[config.mk]
export PLATFORM = sky130hd
export DESIGN_NAME = adc_acq_window_gen
export DESIGN_NICKNAME = d
export VERILOG_FILES = /design/src/rtl/adc_acq_window_gen.sv
export SDC_FILE = /design/constraint.sdc
export NUM_CORES = 1
export LEC_CHECK = 0
export ABC_AREA = 1
export BUFFER_PORTS_ARGS = -buffer_cell sky130_fd_sc_hd__buf_2
export CORE_ASPECT_RATIO = 2
export CORE_MARGIN = 3
export CORE_UTILIZATION = 65
export DETAILED_ROUTE_END_ITERATION = 8
export PLACE_DENSITY = 0.93
export SETUP_SLACK_MARGIN = 0.02
export SYNTH_ARGS = -nofsm -noshare
export SYNTH_HDL_FRONTEND = slang
export SYNTH_SLANG_ARGS = --single-unit
export TNS_END_PERCENT = 50
[constraint.sdc]
create_clock -name CLK -period 4.7 [get_ports CLK]
set_input_delay 0.235 -clock CLK [delete_from_list [all_inputs] [get_ports CLK]]
set_output_delay 0.235 -clock CLK [all_outputs]
set_load 0.01 [all_outputs]
[src/rtl/adc_acq_window_gen.sv]
// Purpose : per-echo ADC acquisition strobe; one ACQ_EN burst per rising edge of ACQ_WND.
// Latency : ACQ_EN first high after edge T0+ADC_INIT_DELAY+1 (T0 = edge that sees the rise), +2 with the synchronizer.
// Backpr. : none; ACQ_WND low during delay or burst aborts, and the burst is re-armed only by a new rising edge.
//
// Ports:
//   CLK              - system clock, all logic on rising edge
//   RESET            - asynchronous active-low reset
//   ADC_INIT_DELAY   - cycles from window start to the first ACQ_EN cycle (latched at T0)
//   SAMPLES_PER_ECHO - ACQ_EN high-time in cycles per window (latched at T0; 0 = no burst)
//   ACQ_WND          - acquisition window level from the sequencer
//   ACQ_EN           - registered ADC acquisition enable
//
// Optional macro ADC_ACQ_WND_SYNC_EN: when defined, ACQ_WND passes through a
// 2-flop synchronizer before edge detection, so it may be asynchronous to CLK.
module adc_acq_window_gen #(
    parameter int unsigned SAMPLES_PER_ECHO_WIDTH = 32,
    parameter int unsigned ADC_INIT_DELAY_WIDTH   = 32
) (
    input  logic                              CLK,
    input  logic                              RESET,
    input  logic [ADC_INIT_DELAY_WIDTH-1:0]   ADC_INIT_DELAY,
    input  logic [SAMPLES_PER_ECHO_WIDTH-1:0] SAMPLES_PER_ECHO,
    input  logic                              ACQ_WND,
    output logic                              ACQ_EN
);

    localparam logic [ADC_INIT_DELAY_WIDTH-1:0]   DLY_ONE = {{(ADC_INIT_DELAY_WIDTH-1){1'b0}}, 1'b1};
    localparam logic [SAMPLES_PER_ECHO_WIDTH-1:0] SMP_ONE = {{(SAMPLES_PER_ECHO_WIDTH-1){1'b0}}, 1'b1};

    typedef enum logic [1:0] {
        ST_IDLE  = 2'd0,
        ST_DELAY = 2'd1,
        ST_ACQ   = 2'd2,
        ST_DONE  = 2'd3
    } state_t;

    logic                              wnd_s;      // window level as seen by the edge detector
    logic                              wnd_q;      // one-cycle history for rising-edge detect
    state_t                            state_q;
    logic [ADC_INIT_DELAY_WIDTH-1:0]   dly_cnt_q;
    logic [SAMPLES_PER_ECHO_WIDTH-1:0] smp_cnt_q;
    logic [SAMPLES_PER_ECHO_WIDTH-1:0] smp_lat_q;  // sample count frozen at window start
    logic                              acq_en_q;
    logic                              start;

`ifdef ADC_ACQ_WND_SYNC_EN
    logic [1:0] wnd_sync_q;

    always_ff @(posedge CLK or negedge RESET) begin
        if (!RESET) begin
            wnd_sync_q <= 2'b00;
        end else begin
            wnd_sync_q <= {wnd_sync_q[0], ACQ_WND};
        end
    end

    assign wnd_s = wnd_sync_q[1];
`else
    assign wnd_s = ACQ_WND;
`endif

    assign start  = wnd_s & ~wnd_q;
    assign ACQ_EN = acq_en_q;

    always_ff @(posedge CLK or negedge RESET) begin
        if (!RESET) begin
            wnd_q     <= 1'b0;
            // DONE rather than IDLE: a window already high at reset release
            // must go low before it can start a burst.
            state_q   <= ST_DONE;
            dly_cnt_q <= '0;
            smp_cnt_q <= '0;
            smp_lat_q <= '0;
            acq_en_q  <= 1'b0;
        end else begin
            wnd_q <= wnd_s;
            case (state_q)
                ST_IDLE: begin
                    acq_en_q <= 1'b0;
                    if (start) begin
                        smp_lat_q <= SAMPLES_PER_ECHO;
                        if (SAMPLES_PER_ECHO == '0) begin
                            state_q <= ST_DONE;
                        end else begin
                            dly_cnt_q <= ADC_INIT_DELAY;
                            state_q   <= ST_DELAY;
                        end
                    end
                end
                ST_DELAY: begin
                    if (!wnd_s) begin
                        acq_en_q <= 1'b0;
                        state_q  <= ST_IDLE;
                    end else if (dly_cnt_q != '0) begin
                        dly_cnt_q <= dly_cnt_q - DLY_ONE;
                    end else begin
                        smp_cnt_q <= smp_lat_q;
                        acq_en_q  <= 1'b1;
                        state_q   <= ST_ACQ;
                    end
                end
                ST_ACQ: begin
                    if (!wnd_s) begin
                        acq_en_q <= 1'b0;
                        state_q  <= ST_IDLE;
                    end else if (smp_cnt_q == SMP_ONE) begin
                        // The entry edge already produced the first high cycle,
                        // so the burst ends when the count reaches one.
                        smp_cnt_q <= '0;
                        acq_en_q  <= 1'b0;
                        state_q   <= ST_DONE;
                    end else begin
                        smp_cnt_q <= smp_cnt_q - SMP_ONE;
                    end
                end
                ST_DONE: begin
                    acq_en_q <= 1'b0;
                    if (!wnd_s) begin
                        state_q <= ST_IDLE;
                    end
                end
                default: begin
                    acq_en_q <= 1'b0;
                    state_q  <= ST_IDLE;
                end
            endcase
        end
    end

endmodule

==> impl_metrics.csv <==
group,metric,value,unit
critical_path,cp_data_arrival_time,2.99,ns
place,dp_hpwl,13.90,mm
clock_tree,cts_setup_buffers,0,
detailed_routing,routedWlPerCell,15.10,um
global_route,grt_pass1_vias,6671,
run_status,status,"complete, no violations",
floorplan,io_pins,68,
power,p_per_area,617.4,mW/mm^2
sta,hold_violations,0,
sta,setup_tns,0,ns
floorplan,die_h,148.8,um
clock_tree,htreeDepth,3,
final_layout,fin_nets,1155,
sta,finalClockSkew,0.008623,ns
final_layout,area_growth,9.851,%
min_path,whs_path_depth,1,
global_route,grt_pass1_wl,30.20,mm
critical_path,critPathMaxFanout,32,
global_route,grt_max_degree,65,
global_route,grt-ovfl-total,0,
critical_path,worstSetupPathType,"reg -> reg",
critical_path,critPathCaptureType,"flip-flop",
place,gp_congestion,0.9591,
job,cap_violations,0,
critical_path,reg2reg_slack,1.96,ns
synthesis,synth.distinct_cells,32,
detailed_routing,via_per_inst,5.487,
sta,max_freq,0.3654,GHz
clock_tree,cts_buffers,9,
sta,grt_setup_unrepaired,"no",
global_route,antenna_found_initial,0,
detailed_routing,drt_pass1_iterations,5,
sta,finalCritPeriodShare,58.22,%
floorplan,die_w,77.42,um
synthesis,yosys.area.top_type_share,36.99,%
sta,slew_headroom,23.56,%
detailed_routing,routed_wirelength,18.43,mm
clock_tree,cts_buffer_depth,2,
detailed_routing,ant_nets,0,
min_path,min_from,"ACQ_WND",
clock_tree,clk_latency,0.35,ns
clock_tree,cts_tree,"done",
critical_path,r2r_cells,10,
min_path,hold_class,"in -> reg",
global_route,grt_use_total,33.44,%
critical_path,cp-start-kind,"flip-flop",
synthesis,yosys_warnings,0,
critical_path,rr_startpoint,"state_q[0]$_DFFE_PN1P_",
min_path,min_to,"wnd_q$_DFF_PN0_",
synthesis,syn_nets,1099,
floorplan,rows,51,
final_layout,drive_gt1_share,11.39,%
place,portBuffers,67,
floorplan,dieArea,0.01152,mm^2
detailed_routing,drtIter0Drc,449,
detailed_routing,vias,6700,
synthesis,yosys.area.top_type,"dfrtp_1",
synthesis,syn_area,0.006630,mm^2
synthesis,avgSynthCellArea,6.450,um^2
synthesis,synth_area_leaders,"dfrtp_1, nand2_1, nor2_1, nand3_1, inv_1",
final_layout,n_antenna_cell,0,
final_layout,fillers,883,
synthesis,syn_inst,1028,
critical_path,crit_required,4.95,ns
sta,worst_pin_slew,1.145,ns
final_layout,final_util,74.12,%
synthesis,yosysSeqAreaShare,37.78,%
critical_path,r2r_end,"smp_cnt_q[24]$_DFFE_PN0P_",
clock_tree,clkTransAtPathRegs,0.07,ns
sta,slew_violations,0,
floorplan,core_area,0.009827,mm^2
floorplan,initial_core_util,67.47,%
detailed_routing,route.detailed.drc,0,
clock_tree,cts_sinks,100,
synthesis,synth-seq-cells,100,
sta,setup_violations,0,
power,peakVddDrop,0.0004104,V
power,power_leakage,3.730,nW
clock_tree,root_buffer,"clkbuf_16",
sta,min_period,2.736,ns
==> power by group <==
group          internal, W  total (W)  switching [W]
sequential         0.00129    0.00172       0.000436
clock             0.000361   0.000697       0.000336
combinational     0.000719    0.00208        0.00136
total              0.00237    0.00450        0.00213
==> stage by stage <==
stage	power, W	cells	worst slack, ns	hold WS, ns	cell area [um^2]
global placement	0.003702	1204	2.111	0.3699	7004
global route	0.004912	1221	1.739	0.07595	7283
finish	0.004497	1221	1.964	0.07082	7283
CTS	0.004483	1221	2.004	0.06275	7283
detailed placement	0.003772	1204	2.015	0.3676	7004
floorplan	0.003252	1028	3.050	-0.06059	6630
==> metal layers <==
layer	vias up	wire length (um)	track usage [%]
li1	3310	-	-
met1	3084	6216	32.62
met2	226	10100	62.35
met3	80	730	3.990
met4	0	1389	25.76
met5	-	0	0
==> registers in the layout (all words and copies together), names as in the netlist <==
signal and flops:
smp_lat_q 32, wnd_q 1, dly_cnt_q 32, ACQ_EN 1
smp_cnt_q 32, state_q 2
==> Yosys cell counts <==
cell	number
o31ai_1	1
dfrtp_1	98
a31o_2	1
buf_2	7
nand2_1	384
nand4_1	21
clkbuf_1	11
buf_1	1
nor2_1	173
buf_6	5
a22oi_1	1
buf_4	3
o21ai_0	54
inv_1	99
nand3_1	75
nor3_1	1
or2_2	2
mux2i_1	1
dfstp_2	2
xnor2_1	6
xor2_1	13
o21bai_4	1
nor2_4	2
a21oi_1	15
ha_1	4
nor2_2	15
and2_1	1
inv_2	1
mux2_2	9
nand2_2	6
o21ai_1	5
o21bai_1	10
==> worst max-delay path by stage <==
stage	from	end	slack [ns]
3_5_place_dp	state_q[0]$_DFFE_PN1P_	dly_cnt_q[10]$_DFFE_PN0P_	2.01
3_3_place_gp	state_q[0]$_DFFE_PN1P_	dly_cnt_q[10]$_DFFE_PN0P_	2.11
4_1_cts	state_q[0]$_DFFE_PN1P_	dly_cnt_q[10]$_DFFE_PN0P_	2.00
5_1_grt	state_q[0]$_DFFE_PN1P_	dly_cnt_q[7]$_DFFE_PN0P_	1.74
2_1_floorplan	dly_cnt_q[0]$_DFFE_PN0P_	smp_cnt_q[26]$_DFFE_PN0P_	3.05
6_report	state_q[0]$_DFFE_PN1P_	smp_cnt_q[24]$_DFFE_PN0P_	1.96
==> worst max-delay path, stage by stage (launching register included) <==
cell and delay [ns]:
dfstp_2 0.54, inv_1 0.07, nor2_2 0.60, buf_4 0.31, nand2_1 0.09, inv_1 0.07
nand3_1 0.11, nand2_2 0.52, nand3_1 0.17, nand2_1 0.12, inv_1 0.04
==> timing repair <==
action,CTS,global route
endpoints found under the setup margin,0,0
hold buffers,1,0
resized for setup,0,0
hold endpoints to repair,2,0
==> cell type report <==
class | count | area [um^2] | area share [%]
multi-input cells | 801 | 3591 | 49.30
inverters | 100 | 375.4 | 5.154
repair buffers | 72 | 377.9 | 5.188
clock inverters | 5 | 36.28 | 0.4982
flip-flops and latches | 100 | 2505 | 34.39
well taps | 132 | 165.2 | 2.268
clock buffers | 11 | 232.7 | 3.195
==> placed cells by master (no fill, tap or decap), drive strengths merged <==
master / count
xor2: 13
nor2: 190
or2: 2
nand4: 21
buf: 71
ha: 4
clkinv: 1
mux2i: 1
nand3: 75
xnor2: 6
o21bai: 11
nor3: 1
mux2: 9
dlygate4sd3: 1
o31ai: 1
nand2: 390
a22oi: 1
clkinvlp: 3
inv: 101
clkbuf: 11
and2: 1
a31o: 1
dfrtp: 98
o21ai: 59
dfstp: 2
a21oi: 15
==> logic make-up (layout without fill, tap and decap cells) <==
family | Yosys count | in the layout | synth area share, %
and+or+nand+nor | 680 | 680 | 41.86
buffers and inverters | 127 | 188 | 8.058
DFF | 100 | 100 | 37.78
AOI/OAI and AO/OA | 88 | 88 | 7.360
xor gates and xnor gates | 19 | 19 | 2.510
muxes | 10 | 10 | 1.680
adders and majority gates | 4 | 4 | 0.7549
Power figures use the tool's default switching activity.
